**src/rtl/multiword_add_sequencer_pkg.sv**
```systemverilog
// Shared types and helpers for the multi-word add/subtract sequencer.
// Holds the slice width, the FSM state encoding and the index-width helper.
package multiword_add_sequencer_pkg;

  localparam int SLICE_W = 16;

  typedef enum logic [1:0] {
    IDLE,
    RUN,
    DONE
  } state_e;

  function automatic int idx_w(input int words);
    return (words > 1) ? $clog2(words) : 1;
  endfunction

endpackage

```
**src/rtl/carry_select_adder_16bit.sv**
```systemverilog
// 16-bit carry-select adder built from four 4-bit blocks.
// Each upper block precomputes both carry-in cases and the chain selects.
module carry_select_adder_16bit (
  input  logic [15:0] a,
  input  logic [15:0] b,
  input  logic        cin,
  output logic [15:0] sum,
  output logic        cout
);

  logic [4:0] s0 [4];
  logic [4:0] s1 [4];
  logic       c;

  for (genvar g = 0; g < 4; g++) begin : g_blk
    assign s0[g] = {1'b0, a[g*4 +: 4]} + {1'b0, b[g*4 +: 4]};
    assign s1[g] = {1'b0, a[g*4 +: 4]} + {1'b0, b[g*4 +: 4]} + 5'd1;
  end

  always_comb begin
    c   = cin;
    sum = '0;
    for (int i = 0; i < 4; i++) begin
      sum[i*4 +: 4] = c ? s1[i][3:0] : s0[i][3:0];
      c             = c ? s1[i][4]   : s0[i][4];
    end
    cout = c;
  end

endmodule

```
**src/rtl/multiword_add_sequencer.sv**
```systemverilog
// Adds or subtracts WORDS*16-bit operands one 16-bit slice per clock,
// LSB slice first, through a single carry-select adder core.
module multiword_add_sequencer
  import multiword_add_sequencer_pkg::*;
#(
  parameter int WORDS = 4
) (
  input  logic                     clk,
  input  logic                     rst,
  input  logic                     in_valid,
  output logic                     in_ready,
  input  logic [WORDS*SLICE_W-1:0] a,
  input  logic [WORDS*SLICE_W-1:0] b,
  input  logic                     cin,
  input  logic                     op_sub,
  output logic                     out_valid,
  input  logic                     out_ready,
  output logic [WORDS*SLICE_W-1:0] sum,
  output logic                     cout,
  output logic                     overflow
);

  localparam int W  = WORDS * SLICE_W;
  localparam int IW = idx_w(WORDS);
  localparam logic [IW-1:0] LAST = IW'(WORDS - 1);

  state_e          state_q, state_d;
  logic [W-1:0]    a_q, a_d;
  logic [W-1:0]    b_q, b_d;
  logic [W-1:0]    sum_q, sum_d;
  logic [IW-1:0]   idx_q, idx_d;
  logic            carry_q, carry_d;
  logic            a_msb_q, a_msb_d;
  logic            b_msb_q, b_msb_d;
  logic            cout_q, cout_d;
  logic            ovf_q, ovf_d;

  logic [SLICE_W-1:0] sl_a;
  logic [SLICE_W-1:0] sl_b;
  logic [SLICE_W-1:0] sl_sum;
  logic               sl_cout;

  assign sl_a = a_q[int'(idx_q)*SLICE_W +: SLICE_W];
  assign sl_b = b_q[int'(idx_q)*SLICE_W +: SLICE_W];

  carry_select_adder_16bit u_adder (
    .a    (sl_a),
    .b    (sl_b),
    .cin  (carry_q),
    .sum  (sl_sum),
    .cout (sl_cout)
  );

  always_comb begin
    state_d   = state_q;
    a_d       = a_q;
    b_d       = b_q;
    sum_d     = sum_q;
    idx_d     = idx_q;
    carry_d   = carry_q;
    a_msb_d   = a_msb_q;
    b_msb_d   = b_msb_q;
    cout_d    = cout_q;
    ovf_d     = ovf_q;
    in_ready  = 1'b0;
    out_valid = 1'b0;
    unique case (state_q)
      IDLE: begin
        in_ready = !rst;
        if (in_valid && in_ready) begin
          // subtract is A + ~B + 1, so invert B once at accept
          a_d     = a;
          b_d     = op_sub ? ~b : b;
          carry_d = op_sub ? 1'b1 : cin;
          a_msb_d = a[W-1];
          b_msb_d = op_sub ? ~b[W-1] : b[W-1];
          idx_d   = '0;
          state_d = RUN;
        end
      end
      RUN: begin
        sum_d[int'(idx_q)*SLICE_W +: SLICE_W] = sl_sum;
        carry_d = sl_cout;
        if (idx_q == LAST) begin
          cout_d  = sl_cout;
          ovf_d   = (a_msb_q == b_msb_q) &&
                    (sl_sum[SLICE_W-1] != a_msb_q);
          state_d = DONE;
        end else begin
          idx_d = idx_q + 1'b1;
        end
      end
      DONE: begin
        out_valid = 1'b1;
        if (out_ready) state_d = IDLE;
      end
      default: state_d = IDLE;
    endcase
  end

  always_ff @(posedge clk) begin
    if (rst) begin
      state_q <= IDLE;
      a_q     <= '0;
      b_q     <= '0;
      sum_q   <= '0;
      idx_q   <= '0;
      carry_q <= 1'b0;
      a_msb_q <= 1'b0;
      b_msb_q <= 1'b0;
      cout_q  <= 1'b0;
      ovf_q   <= 1'b0;
    end else begin
      state_q <= state_d;
      a_q     <= a_d;
      b_q     <= b_d;
      sum_q   <= sum_d;
      idx_q   <= idx_d;
      carry_q <= carry_d;
      a_msb_q <= a_msb_d;
      b_msb_q <= b_msb_d;
      cout_q  <= cout_d;
      ovf_q   <= ovf_d;
    end
  end

  assign sum      = sum_q;
  assign cout     = cout_q;
  assign overflow = ovf_q;

endmodule

```
**config.mk**
```make
export PLATFORM = sky130hd
export DESIGN_NAME = multiword_add_sequencer
export DESIGN_NICKNAME = d
export VERILOG_FILES = /design/src/rtl/multiword_add_sequencer_pkg.sv /design/src/rtl/carry_select_adder_16bit.sv /design/src/rtl/multiword_add_sequencer.sv
export SDC_FILE = /design/constraint.sdc
export NUM_CORES = 1
export LEC_CHECK = 0
export CORE_ASPECT_RATIO = 0.8
export CORE_UTILIZATION = 51
export DETAILED_ROUTE_END_ITERATION = 7
export GPL_ROUTABILITY_DRIVEN = 0
export MAX_ROUTING_LAYER = met4
export PLACE_DENSITY = 0.82
export SLEW_MARGIN = 40
export SYNTH_ARGS = -nofsm -noshare
export SYNTH_HDL_FRONTEND = slang
export SYNTH_SLANG_ARGS = --single-unit
```
**constraint.sdc**
```tcl
create_clock -name clk -period 5.6 [get_ports clk]
set_input_delay 1.12 -clock clk [delete_from_list [all_inputs] [get_ports clk]]
set_output_delay 1.12 -clock clk [all_outputs]
set_load 0.1 [all_outputs]
```
==> metrics.yaml <==
floorplanning:
  design.core.area_um2: 17500
  io_pins: 202
  die_h_um: 122
  floorplan.initialDensity_pct: 52.6
  die_area_um2: 18600
  rows: 43
  die_width_um: 152
setup_path:
  slowest_stage: "dfxtp_2"
  critPathLaunchType: "register"
  worst-r2r-setup-slack_ns: 0.83
  critical_path.max_stage_delay_ns: 0.75
  crit_chain: "mux4_2 -> ha_1 -> fa_1 -> ha_1 -> a22oi_2 -> a211oi_1 -> nor4_4 -> nor3_4 -> mux2i_1 -> nand4_2 -> or3b_4 -> nor4_1 -> a211o_1"
  timing.critical_path.mode_cell: "ha_1"
  critical_path_start_end_classification: "reg2reg"
  worstSetupEndpointType: "register"
  crit_required_ns: 5.98
  critical_path_peak_fanout: 24
  arrival_time_at_the_worst_endpoint_ns: 5.16
synthesis:
  post_synth_instance_area_um2: 9200
  synth_cell_type_count: 52
  ys_seq_elements: 199
  syn_nets: 1155
  syn-instance-count: 991
  synth_ff_type: "dfxtp_1"
  postSynthAreaPerCell_um2: 9.28
  count_of_flip_flops_with_a_built_in_enable_after_synthesis: 0
  ys_warn_count: 0
  portion_of_the_post_synthesis_area_used_by_sequential_elements_pct: 43.3
  async_flop_share_pct: 0
sta:
  tns_ns: 0
  slew_headroom_pct: 46.8
  timing.final.hold_violations: 0
  min_period_ns: 4.77
  unrepaired_setup_endpoints_after_global_routing: "false"
  slew_viol_final: 0
  clock.fmax_mhz: 210
  fin_worst_skew_ns: 0.0109
  final_min_period_over_clock_period_pct: 85.2
  setup_violations: 0
  worst_max_slew_pin_slew_ns: 0.798
worst_hold_path:
  min-delay-path-class: "reg2reg"
global_routing:
  grt_first_pass_wirelength_um: 37300
  grt.met2_usage_pct: 41.4
  grt_usage_pct: 26.8
  antenna_found_initial: 0
  layer_with_the_highest_usage_after_global_routing: "met2"
  grt_pass1_vias: 7211
  met1_resource_use_gr_pct: 34.9
  sum_of_overflow_across_all_layers_after_global_routing: 0
  grt_max_degree: 152
  grt_use_met3_pct: 5.41
cells_and_area:
  top_library_cells_by_usage_in_the_layout_fill_and_taps_aside: "197 x dfxtp_1, 143 x nand2_1, 131 x clkdlybuf4s50_1, 121 x nor2_1, 85 x a21oi_1"
  syn_to_final_growth_pct: 26.3
  drive_gt1_share_pct: 14.2
  n_antenna_cell: 0
  num-fill-cells: 1347
  layout.cells.most_common: "dfxtp_1"
  stdcell_count: 1382
  finalNetCount: 1308
route:
  detail_route.wl_per_cell_um: 17.2
  drtAntennaViolNets: 0
  total_wirelength_um: 23800
  post-route-drc-count: 15
  dr_vias_cell: 5.58
  dr.first_iter.drc_count: 613
  drt_first_pass_iters: 8
  via_count: 7706
clocking:
  clk_root_buffer_cell: "clkbuf_16"
  post_cts_hold_buffer_count: 0
  sinks_on_the_clock_net: 199
  post_cts.repair.setup_buffers: 0
  htree_num_levels: 4
  cts_inserted_buffers: 17
  post_cts_resize_count: 0
  cts_tree: "built"
  clock_pin_slew_on_the_worst_setup_and_hold_paths_ns: 0.06
  clock_path_buffers: 2
  worst_skew_pair.late_latency_ns: 0.45
pwr:
  peakVddDrop_uv: 192
  static-leakage-power_nw: 4.38
  cellPowerDensity_nw_per_um2: 290
status:
  outcome: "finished with violations"
  violations_in_the_final_reports: "design-rule violations"
job:
  timing.max_cap.violations: 0
placement:
  port_buffers: 201
  dp_cells: 1350
  hpwl_um: 17200
-- state kept, by name (all words and copies together) (netlist names) --
| name | flops |
|---|---|
| a_q | 64 |
| b_q | 64 |
| sum | 64 |
| idx_q | 2 |
| state_q | 2 |
| carry_q | 1 |
| cout | 1 |
| overflow | 1 |
-- cells by family after synthesis --
family	synth area share [%]
multiplexers	8.51
AO/OA/AOI/OAI	16.9
AND/OR/NAND/NOR	15.4
adder cells (fa/ha/maj)	4.41
buffers and inverters	3.65
flip-flops	43.3
XOR/XNOR	7.81
-- cells in the mapped netlist, types with 6 or more instances --
master      n  share of area (%)
a22o_1     12                1.1
nor2_1    122                5.0
nor2b_1     7               0.48
nand2_1   144                5.9
nand3_1     8               0.44
nor3_1     10               0.54
inv_1      10               0.41
xor2_1      8               0.76
a211oi_1   65                5.3
dfxtp_1   199                 43
xnor2_1    74                7.0
a22oi_1    48                3.9
ha_1       26                3.5
mux4_2     32                7.8
nor4_1      6               0.41
a21oi_1    85                4.6
clkbuf_1   72                2.9
nand2b_1    7               0.48
-- path summary, 6_finish.rpt --
path                         start                    to  cells after the start
max          idx_q[0]$_SDFFE_PP0P_  carry_q$_SDFFE_PP0P_                     13
min           a_q[26]$_SDFFE_PP0P_  a_q[26]$_SDFFE_PP0P_                      2
max reg2reg  idx_q[0]$_SDFFE_PP0P_  carry_q$_SDFFE_PP0P_                     13
min reg2reg   a_q[26]$_SDFFE_PP0P_  a_q[26]$_SDFFE_PP0P_                      2
-- power breakdown --
part / switching [W] / internal [W] / leakage [nW]
registers: 0.0000435 / 0.00147 / 1.62
clock network: 0.000537 / 0.000775 / 0.301
logic: 0.000297 / 0.000241 / 2.46
-- metal layers --
layer,share of wire (%),vias to the layer above
met5,0,-
met4,2.1,0
met3,6.5,45
met2,45,280
met1,46,3594
li1,-,3787
-- critical path: cells and delay by family (launching register included) --
family / cells / cell delay [ns]
flops: 1 / 0.75
mux: 2 / 0.94
compound gates: 3 / 0.60
simple gates: 5 / 1.42
fa+ha+maj: 3 / 1.00
-- stage by stage --
stage | total power, W | hold WS, ns | util (%) | setup WS (ns) | instance area (µm²)
finish | 0.00337 | 0.454 | 66.4 | 0.828 | 11600
global placement | 0.00207 | 0.440 | 64.6 | 1.09 | 11300
detailed placement | 0.00208 | 0.445 | 62.8 | 0.916 | 11000
CTS | 0.00337 | 0.454 | 66.4 | 0.859 | 11600
floorplan | 0.00188 | 0.433 | - | 0.538 | 9200
global route | 0.00348 | 0.473 | 66.4 | 0.546 | 11600
-- final cells by class --
| class | count | area (µm²) | share of cell area (%) |
|---|---|---|---|
| clock buffers | 22 | 464 | 4.00 |
| multi-input cells | 705 | 4920 | 42.3 |
| repair buffers | 211 | 1770 | 15.2 |
| flip-flops and latches | 199 | 3990 | 34.3 |
| well taps | 225 | 282 | 2.42 |
| clock inverters | 10 | 166 | 1.43 |
| inverters | 10 | 37.5 | 0.323 |
Note: power is estimated with default switching activity, not from simulation.
